===== src/rtl/bgd_mul_fix_pipe.sv =====
// Pipelined signed fixed-point multiplier with round-half-up right shift.
// Latency is NUM_STAGE ce-qualified cycles: input register, NUM_STAGE-2
// product/shift stages, output register.
// Optional macro BGD_MUL_FIX_PIPE_SAT_EN: clamp the result to the dout range,
// drive sat_flag and count clamped results in sat_cnt. Without it the result
// wraps and sat_flag/sat_cnt are constant 0.
module bgd_mul_fix_pipe #(
  parameter int unsigned DIN0_WIDTH = 13,
  parameter int unsigned DIN1_WIDTH = 13,
  parameter int unsigned DOUT_WIDTH = 13,
  parameter int unsigned NUM_STAGE  = 4,
  parameter int unsigned FRAC_SHIFT = 0
) (
  input  logic                  clk,
  input  logic                  reset,
  input  logic                  ce,
  input  logic                  din_valid,
  input  logic [DIN0_WIDTH-1:0] din0,
  input  logic [DIN1_WIDTH-1:0] din1,
  input  logic                  clr_cnt,
  output logic                  dout_valid,
  output logic [DOUT_WIDTH-1:0] dout,
  output logic                  sat_flag,
  output logic [15:0]           sat_cnt
);

  localparam int unsigned PW  = DIN0_WIDTH + DIN1_WIDTH;
  localparam int unsigned RW  = PW + 1;
  localparam int unsigned MID = NUM_STAGE - 2;
  localparam int unsigned RSH = (FRAC_SHIFT > 0) ? FRAC_SHIFT - 1 : 0;
  localparam logic [RW-1:0] RND = (FRAC_SHIFT > 0) ? (RW'(1) << RSH) : '0;
  localparam logic signed [63:0] MAXV = $signed((64'(1) << (DOUT_WIDTH - 1)) - 64'(1));
  localparam logic signed [63:0] MINV = -MAXV - 64'sd1;

  logic [DIN0_WIDTH-1:0] a_q, a_d;
  logic [DIN1_WIDTH-1:0] b_q, b_d;
  logic                  in_v_q, in_v_d;

  // Input register: capture operands and valid on ce edges.
  always_comb begin
    a_d    = a_q;
    b_d    = b_q;
    in_v_d = in_v_q;
    if (ce) begin
      a_d    = din0;
      b_d    = din1;
      in_v_d = din_valid;
    end
  end

  // Input register state.
  always_ff @(posedge clk or negedge reset) begin
    if (!reset) begin
      a_q    <= '0;
      b_q    <= '0;
      in_v_q <= 1'b0;
    end else begin
      a_q    <= a_d;
      b_q    <= b_d;
      in_v_q <= in_v_d;
    end
  end

  logic signed [PW-1:0] prod_c;
  logic signed [RW-1:0] sum_c;
  logic signed [RW-1:0] rnd_c;

  // Full-precision product, then round-half-up shift with one guard bit.
  always_comb begin
    prod_c = $signed(a_q) * $signed(b_q);
    sum_c  = RW'(prod_c) + $signed(RND);
    rnd_c  = sum_c >>> FRAC_SHIFT;
  end

  logic signed [RW-1:0] tail_r;
  logic                 tail_v;

  if (MID > 0) begin : g_mid
    logic [MID-1:0][RW-1:0] r_q, r_d;
    logic [MID-1:0]         v_q, v_d;

    // Delay line carrying the rounded result towards the output register.
    always_comb begin
      r_d = r_q;
      v_d = v_q;
      if (ce) begin
        r_d[0] = rnd_c;
        v_d[0] = in_v_q;
        for (int unsigned i = 1; i < MID; i++) begin
          r_d[i] = r_q[i-1];
          v_d[i] = v_q[i-1];
        end
      end
    end

    // Delay line state.
    always_ff @(posedge clk or negedge reset) begin
      if (!reset) begin
        r_q <= '0;
        v_q <= '0;
      end else begin
        r_q <= r_d;
        v_q <= v_d;
      end
    end

    assign tail_r = $signed(r_q[MID-1]);
    assign tail_v = v_q[MID-1];
  end else begin : g_no_mid
    assign tail_r = rnd_c;
    assign tail_v = in_v_q;
  end

  logic signed [63:0]    t64_c;
  logic [DOUT_WIDTH-1:0] res_c;
  logic                  sat_c;

  // Fit the rounded result into the output width (clamp or wrap).
  always_comb begin
    t64_c = 64'(tail_r);
    res_c = DOUT_WIDTH'(t64_c);
    sat_c = 1'b0;
`ifdef BGD_MUL_FIX_PIPE_SAT_EN
    if (t64_c > MAXV) begin
      res_c = DOUT_WIDTH'(MAXV);
      sat_c = 1'b1;
    end else if (t64_c < MINV) begin
      res_c = DOUT_WIDTH'(MINV);
      sat_c = 1'b1;
    end
`endif
  end

  logic                  dv_q, dv_d;
  logic [DOUT_WIDTH-1:0] dout_q, dout_d;
  logic                  sat_q, sat_d;

  // Output register: data and flag forced to 0 when no result is present.
  always_comb begin
    dv_d   = dv_q;
    dout_d = dout_q;
    sat_d  = sat_q;
    if (ce) begin
      dv_d   = tail_v;
      dout_d = tail_v ? res_c : '0;
      sat_d  = tail_v & sat_c;
    end
  end

  // Output register state.
  always_ff @(posedge clk or negedge reset) begin
    if (!reset) begin
      dv_q   <= 1'b0;
      dout_q <= '0;
      sat_q  <= 1'b0;
    end else begin
      dv_q   <= dv_d;
      dout_q <= dout_d;
      sat_q  <= sat_d;
    end
  end

  assign dout_valid = dv_q;
  assign dout       = dout_q;
  assign sat_flag   = sat_q;

`ifdef BGD_MUL_FIX_PIPE_SAT_EN
  logic [15:0] cnt_q, cnt_d;
  logic        inc_c;

  // Saturating count of clamped results; clear wins but keeps a coincident increment.
  always_comb begin
    cnt_d = cnt_q;
    inc_c = ce & tail_v & sat_c;
    if (clr_cnt) begin
      cnt_d = {15'd0, inc_c};
    end else if (inc_c && (cnt_q != 16'hFFFF)) begin
      cnt_d = cnt_q + 16'd1;
    end
  end

  // Counter state.
  always_ff @(posedge clk or negedge reset) begin
    if (!reset) begin
      cnt_q <= '0;
    end else begin
      cnt_q <= cnt_d;
    end
  end

  assign sat_cnt = cnt_q;
`else
  logic unused_c;
  assign unused_c = ^{clr_cnt, t64_c};
  assign sat_cnt  = '0;
`endif

endmodule


===== config.mk =====
export PLATFORM = sky130hd
export DESIGN_NAME = bgd_mul_fix_pipe
export DESIGN_NICKNAME = d
export VERILOG_FILES = /design/src/rtl/bgd_mul_fix_pipe.sv
export SDC_FILE = /design/constraint.sdc
export NUM_CORES = 1
export LEC_CHECK = 0
export CORE_MARGIN = 2
export CORE_UTILIZATION = 40
export DETAILED_ROUTE_END_ITERATION = 6
export PLACE_DENSITY = 0.62
export SYNTH_ARGS = -nofsm -noshare
export SYNTH_HDL_FRONTEND = slang
export SYNTH_SLANG_ARGS = --single-unit

===== constraint.sdc =====
create_clock -name clk -period 7 [get_ports clk]
set_input_delay 1.4 -clock clk [delete_from_list [all_inputs] [get_ports clk]]
set_output_delay 1.4 -clock clk [all_outputs]
set_load 0.02 [all_outputs]

# == After elaboration in Yosys (flattened, before gate mapping) ==
# Index checks and enable logic that the tools add are counted.
# classes
div,0
n_reduce_logical,0
bitwise,0
n_mux,1
n_shift,0
eq_ne,0
order_cmp,0
addsub,0
n_mul,1
# op_table
op,n
multiplier 13 x 13 -> 13 bit,1
two-way mux 13 bit,1
# totals
elab_cells,10
register_bits,69
latch_bits,0
memories,0
out_inout_bits,31
mem_bits_rw,0
in_bits,31
romBits,0

# == Logic depth before layout (Yosys ltp) ==
# Gate-level depths: netlist of run 1.
# depth
word_depth,1
depth_mapped,19
mapped_depth_nobuf,18

# == Worst setup path before layout of run 1 ==
# No wires, ideal clock.
# synth_timing
kind,flip-flop to flip-flop
start,register b_q[3]
end,register g_mid.r_q[12] in the netlist's numbering
path_buffers,1
arrival_ns,4.770
synth_period_minus_slack_ns,4.895
path_slack_ns,2.105
t_required_ns,6.875
stages_incl_launch_ff,20
setup_ns,0.125
cell_sequence,dfrtp_1 > clkbuf_1 > and2_1 > fa_1 > inv_1 > fa_1 > inv_1 > fa_1 > fa_1 > inv_1 > fa_1 > inv_1 > ha_1 > ha_1 > o21a_1 > o21ai_0 > a21oi_1 > nor2_1 > xnor2_1 > mux2_4
# synth_between
elab_chain_len,1
# synth_rtl
item,line_no,source
start: declaration,36,"logic [DIN1_WIDTH-1:0] b_q, b_d;"
start signal: assignment,55,b_q <= '0;
start signal: assignment,59,b_q <= b_d;
multiplier 13 x 13 -> 13 bit,70,prod_c = $signed(a_q) * $signed(b_q);
end signal: assignment,102,r_q <= r_d;
end: declaration,79,"logic [MID-1:0][RW-1:0] r_q, r_d;"
# No other way between the ends.
# A chain may end at the register's enable or synchronous reset.

# == Worst setup path after layout of run 1 ==
# layout_timing
start,register b_q[2]
end,register g_mid.r_q[12] in the netlist's numbering
# The elaborated chain is that of the path after synthesis.

==> impl_results.md, run 1 <==
- Largest net degree at the start of global routing: 85
- Crit start category: register
- TNS Setup: 0 ps
- Num CTS Buffers: 9
- Layout Cells excl Fill: 696
- Reg-to-reg endpoint: g_mid.r_q[12]
- Crit end category: register
- TritonRoute pass-1 iters: 4
- GRT Util Overall: 0.145
- DPL Wire Length: 6.89 mm
- Nets@finish: 639
- Post-synthesis cell type count: 23
- Max Clock Freq: 193 MHz
- Gate Count Post-Synth: 486
- Hold Crit Depth: 1
- Multi-input logic area: 3080 um2
- Crit Path Class: reg -> reg
- Number of synthesis warnings: 0
- Min-Delay Path Class: reg -> reg
- Hold endpoint: tail_r[1]
- Final Hold Vio Count: 0
- Die area: 14,000 um2
- Growth of design area from synthesis to finish: 15.9%
- Clk sinks: 69
- Maximum buffer depth of the clock tree: 2
- Total grt overflow: 0
- Worst-path fanout max: 12
- PortBufs: 43
- Row cnt: 41
- Initial Util: 0.412
- Die width: 118 um
- Sequential area share after synthesis: 0.330
- Synth Cell Area: 5230 um2
- CP required: 7220 ps
- Cells after DPL: 680
- CTS tree: done
- Hold-fix buffers, CTS: 0
- Slew Viols, Final: 0
- Commonest non-fill, non-tap cell in the layout: inv_1
- Tightest Pin Transition: 898 ps
- Total Wirelength: 9.29 mm
- Flops & latches, synth: 69
- # DRC: 0
- Avg Cell Area, Syn: 10.8 um2
- Slew headroom: 0.401
- First-pass GRT wire length: 16.2 mm
- Vias in the first global route: 3,411
- Peak supply drop: 0.000220 V
- IO Count: 62
- Initial antenna violation count: 0
- Worst endpoint data arrival time: 5400 ps
- Diode count: 0
- Clock Latency Late Sink: 340 ps
- Placed inst area: 5720 um2
- Clock transition at the registers of the reported paths: 60 ps
- Routed vias: 3,259
- Core area: 12,700 um2
- Max_cap viols: 0
- Die height: 118 um
- Clock root cell: clkbuf_16
- CTS resizes: 0
- Initial DRC Count: 135
- GPL Wtd Cong: 0.808
- Cells on worst reg2reg path: 18
- PwrDens: 460 nW/um2
- Tcrit/Tclk final: 0.741
- Status: completed
- Most frequent cells in the layout: inv_1 (70), dfrtp_1 (69), nand2_1 (55), mux2_2 (53), fa_1 (48)
- DR vias/cell: 4.68
- Per-cell routed wire length: 13.4 um
- Reg2reg start: b_q[2]
- Worst setup slack for register-to-register paths: 1810 ps
- Leakage: 2.87 nW
- Final ANT Viol Nets: 0
- Share of cells above drive strength 1: 0.141
- Filler cells: 1,185
- Hold_sp: g_mid.r_q[1]
- Worst Skew: 9.18 ps
- Post-CTS setup repair buffer count: 0
- CTS HTree Levels: 3
- Post-route minimum period: 5190 ps
- RSZ-0062 raised after global routing: false
- Final setup viols: 0
- Utilization after layout: 0.478
- Design Area, Final: 6060 um2
- FF+latch area: 1730 um2
-- synth_stat cells --
library cell / count / area, um2
inv_1: 70 / 263
dfrtp_1: 69 / 1730
nand2_1: 55 / 206
mux2_2: 53 / 597
fa_1: 48 / 961
ha_1: 41 / 513
and2_1: 34 / 213
xnor2_1: 22 / 193
clkbuf_1: 20 / 75.1
buf_4: 17 / 128
o21ai_0: 15 / 75.1
nand3_1: 14 / 70.1
xor2_1: 7 / 61.3
a21oi_1: 5 / 25.0
a21o_1: 4 / 30.0
nand2b_1: 3 / 18.8
buf_2: 2 / 10.0
nor2_1: 2 / 7.51
conb_1: 1 / 3.75
mux2_4: 1 / 15.0
nor3_1: 1 / 5.00
o21a_1: 1 / 7.51
xnor3_1: 1 / 22.5
-- per-stage QoR --
stage	setup WS, ps	power (mW)	hold WS, ps
global placement	1830	2.26	486
CTS	1800	2.84	501
detailed placement	1820	2.29	491
finish	1810	2.79	497
global route	1610	3.08	516
floorplan	2110	1.91	474
-- routing by layer --
| layer | global-route usage | up-vias | part of all wire |
|---|---|---|---|
| li1 | - | 1548 | - |
| met1 | 0.176 | 1632 | 0.43 |
| met2 | 0.251 | 68 | 0.51 |
| met3 | 0.0299 | 11 | 0.039 |
| met4 | 0.0542 | 0 | 0.016 |
| met5 | 0 | - | 0 |
-- worst max-delay path, stage by stage (launching register included) --
cell and delay, ps:
dfrtp_1 520, and2_1 230, fa_1 490, inv_1 50, fa_1 530, inv_1 50, fa_1 470, fa_1 490
inv_1 50, fa_1 520, inv_1 40, ha_1 290, ha_1 350, o21a_1 200, o21ai_0 140, a21oi_1 60
nor2_1 200, xnor2_1 110, mux2_4 270
-- flip-flops by register name (all words and copies together) (netlist names) --
register / flops
g_mid.v_q: 2
dout_valid: 1
g_mid.r_q: 13
dout: 13
in_v_q: 1
tail_r: 13
b_q: 13
a_q: 13
-- how the worst max path moves through the flow --
| stage | startpoint | cells past startpoint | slack [ps] | to |
|---|---|---|---|---|
| after floorplan | b_q[3] | 19 | 2110 | g_mid.r_q[12] |
| after global placement | b_q[3] | 18 | 1830 | g_mid.r_q[12] |
| after detailed placement | b_q[3] | 18 | 1820 | g_mid.r_q[12] |
| after CTS | b_q[3] | 18 | 1800 | g_mid.r_q[12] |
| after global routing | b_q[2] | 18 | 1610 | g_mid.r_q[12] |
| final | b_q[2] | 18 | 1810 | g_mid.r_q[12] |
-- layout make-up --
class	instances	share of cell area
multi-input cells	324	0.509
clock inverters	6	0.0153
repair buffers	45	0.0719
clock buffers	10	0.0395
flip-flops and latches	69	0.285
well taps	172	0.0355
inverters	70	0.0434
-- kinds of logic after synthesis --
kind of cell,synth area share
flops,0.330
fa+ha+maj,0.282
buf+inv,0.0910
xor+xnor,0.0529
compound gates,0.0263
mux,0.117
other cells,0.000718
simple gates,0.0996
-- power by group --
group | total [mW] | switching (mW) | leakage (nW) | internal (mW)
logic | 1.67 | 0.808 | 1.88 | 0.866
registers | 0.608 | 0.0890 | 0.830 | 0.519
clock network | 0.503 | 0.179 | 0.156 | 0.324
total | 2.79 | 1.08 | 2.87 | 1.71
No activity file was read; power rests on OpenSTA's default activity.
==> run 2: changes to the inputs <==
clock period = 4.9 ns   (was 7 ns; I/O delays follow)
==> run 2 against run 1 <==
Effect of this change: sequential share of layout area down 1.9 points; global-route usage up 0.80 points; wire length up 6.6%; non-clock buffer count up 37; die area unchanged; clock skew down 4.3 ps; clock power up 43%; register-to-register slack worse by 1700 ps; final cell count up 5.3%; first-iteration DRC count up 35%; flip-flop and latch count unchanged; critical endpoint unchanged.
==> impl_results.md, run 2 (synthesis gave the netlist of run 1 again) <==
- Min-Delay Path Class: reg -> reg
- CTS HTree Levels: 3 (unchanged)
- Worst endpoint data arrival time: 5040 ps (-360 ps)
- DPL Wire Length: 7.45 mm (+8.2%)
- Worst-path fanout max: 8 (-4)
- Diode count: 0 (unchanged)
- Commonest non-fill, non-tap cell in the layout: inv_1
- Initial DRC Count: 182 (+35%)
- Row cnt: 41 (unchanged)
- Crit-path max cell delay: 540 ps (about the same)
- CP dominant cell by count: fa_1
- Num CTS Buffers: 9 (unchanged)
- Max Clock Freq: 208 MHz (+7.7%)
- Die height: 118 um (unchanged)
- Peak supply drop: 0.000355 V (+61%)
- Tcrit/Tclk final: 0.983 (+0.242)
- DR vias/cell: 4.67 (-0.18%)
- Vias in the first global route: 3,625 (+6.3%)
- PwrDens: 695 nW/um2 (+51%)
- RSZ-0062 raised after global routing: true
- Top delay family on crit path: adder cells
- IO Count: 62 (unchanged)
- TritonRoute pass-1 iters: 4 (unchanged)
- CTS tree: done
- Clk sinks: 69 (unchanged)
- Crit start category: register
- Final Hold Vio Count: 0 (unchanged)
- Routed vias: 3,426 (+5.1%)
- Hold-fix buffers, CTS: 0 (unchanged)
- Largest net degree at the start of global routing: 58 (-32%)
- Filler cells: 1,096 (-7.5%)
- CP required: 5120 ps (-2100 ps)
- GRT Util Overall: 0.153 (+0.00802)
- Clock transition at the registers of the reported paths: 60 ps (about the same)
- Clock root cell: clkbuf_16
- Leakage: 3.06 nW (+6.6%)
- Die width: 118 um (unchanged)
- Worst path slowest cell: fa_1
- Growth of design area from synthesis to finish: 24.8%
- Core area: 12,700 um2 (unchanged)
- # DRC: 0 (unchanged)
- Total grt overflow: 0 (unchanged)
- Buf/Inv on CP: 4 (unchanged)
- Initial antenna violation count: 0 (unchanged)
- Placed inst area: 5950 um2 (+3.9%)
- Clock Latency Late Sink: 340 ps (about the same)
- Initial Util: 0.412 (unchanged)
- Max_cap viols: 0 (unchanged)
- Most frequent cells in the layout: inv_1 (65), dfrtp_1 (64), mux2_2 (53), nand2_1 (51), fa_1 (47)
- Crit Path Class: reg -> reg
- First-pass GRT wire length: 17.0 mm (+4.8%)
- Total Wirelength: 9.90 mm (+6.6%)
- Tightest Pin Transition: 866 ps (-32.3 ps)
- Design Area, Final: 6520 um2 (+7.7%)
- Slew Viols, Final: 0 (unchanged)
- Worst Skew: 4.90 ps (-4.28 ps)
- WHS: 502 ps (+5.02 ps)
- Final ANT Viol Nets: 0 (unchanged)
- Share of cells above drive strength 1: 0.258 (+0.117)
- GPL Wtd Cong: 0.868 (+7.4%)
- Slew headroom: 0.423 (+0.0216)
- Nets@finish: 676 (+5.8%)
- Cell chain of the critical path: and2_4 > fa_1 > inv_1 > fa_1 > inv_1 > fa_1 > fa_1 > inv_1 > fa_1 > inv_2 > ha_4 > ha_4 > o21a_1 > o21ai_2 > a21oi_2 > nor2_2 > xnor2_1 > mux2_4
- Status: completed
- Die area: 14,000 um2 (unchanged)
- Crit end category: register
- Maximum buffer depth of the clock tree: 2 (unchanged)
- PortBufs: 43 (unchanged)
- Per-cell routed wire length: 13.5 um (+1.2%)
- Final setup viols: 0 (unchanged)
- Post-route minimum period: 4820 ps (-370 ps)
[run 2: cell types whose count changed in the layout (fill, tap and decap cells not counted), moves of 5 or more]
cell	previous run	this run
dfrtp_2	0	5
ha_1	41	32
buf_6	0	8
buf_4	2	30
inv_2	0	5
ha_4	0	7
inv_1	70	65
dfrtp_1	69	64
[run 2: layout make-up]
type | count | area [um2] | area share
clock inverters | 6 | 93.8 | 0.0144
clock buffers | 10 | 239 | 0.0366
inverters | 70 | 263 | 0.0403
repair buffers | 82 | 756 | 0.116
well taps | 172 | 215 | 0.0330
flip-flops and latches | 69 | 1730 | 0.266
multi-input cells | 324 | 3220 | 0.494
[run 2: timing repair]
action | CTS | global route
gates resized for setup | 14 | 29
setup buffers | 2 | 5
cloned | 0 | 0
pin swaps | 6 | 23
setup endpoints to repair | 2 | 4
[run 2: path summary, 6_finish.rpt]
| path | start | end | slack, ps | cells after the start |
|---|---|---|---|---|
| worst max-delay path | b_q[2] | g_mid.r_q[12] | 80 | 18 |
| worst min-delay path | g_mid.r_q[1] | tail_r[1] | 500 | 1 |
| worst max register to register | b_q[2] | g_mid.r_q[12] | 80 | 18 |
| worst min register to register | g_mid.r_q[1] | tail_r[1] | 500 | 1 |
| max in group asynchronous | reset | b_q[2] | 3350 | 2 |
| min in group asynchronous | reset | b_q[11] | 520 | 1 |
[run 2: power by group]
group | switching (mW) | leakage, nW | internal, mW | total, mW
clock network | 0.257 | 0.160 | 0.464 | 0.721
logic | 1.38 | 2.07 | 1.59 | 2.97
registers | 0.106 | 0.825 | 0.743 | 0.848
total | 1.74 | 3.06 | 2.80 | 4.54
[run 2: per-stage QoR]
stage / power (mW) / setup TNS (ps) / setup WS [ps] / cells / util
CTS: 4.39 / 0 / 0.743 / 728 / 0.502
finish: 4.54 / 0 / 84.2 / 733 / 0.515
global route: 5.00 / -140 / -99.5 / 733 / 0.515
detailed placement: 3.44 / -254 / -162 / 710 / 0.470
floorplan: 2.73 / 0 / 5.36 / 502 / -
global placement: 3.39 / -160 / -139 / 710 / 0.470
[run 2: metal layers]
metal / vias up / wire (um) / GRT usage
met2: 83 / 4930 / 0.255
li1: 1630 / - / -
met5: - / 0 / 0
met3: 20 / 453 / 0.0323
met4: 0 / 248 / 0.0640
met1: 1693 / 4270 / 0.191
==> run 3: changes to the inputs <==
ABC_CLOCK_PERIOD_IN_PS = 4900   (was not set)
==> results of run 3 <==
The final DEF is identical to that of run 2; final timing and power are the same.
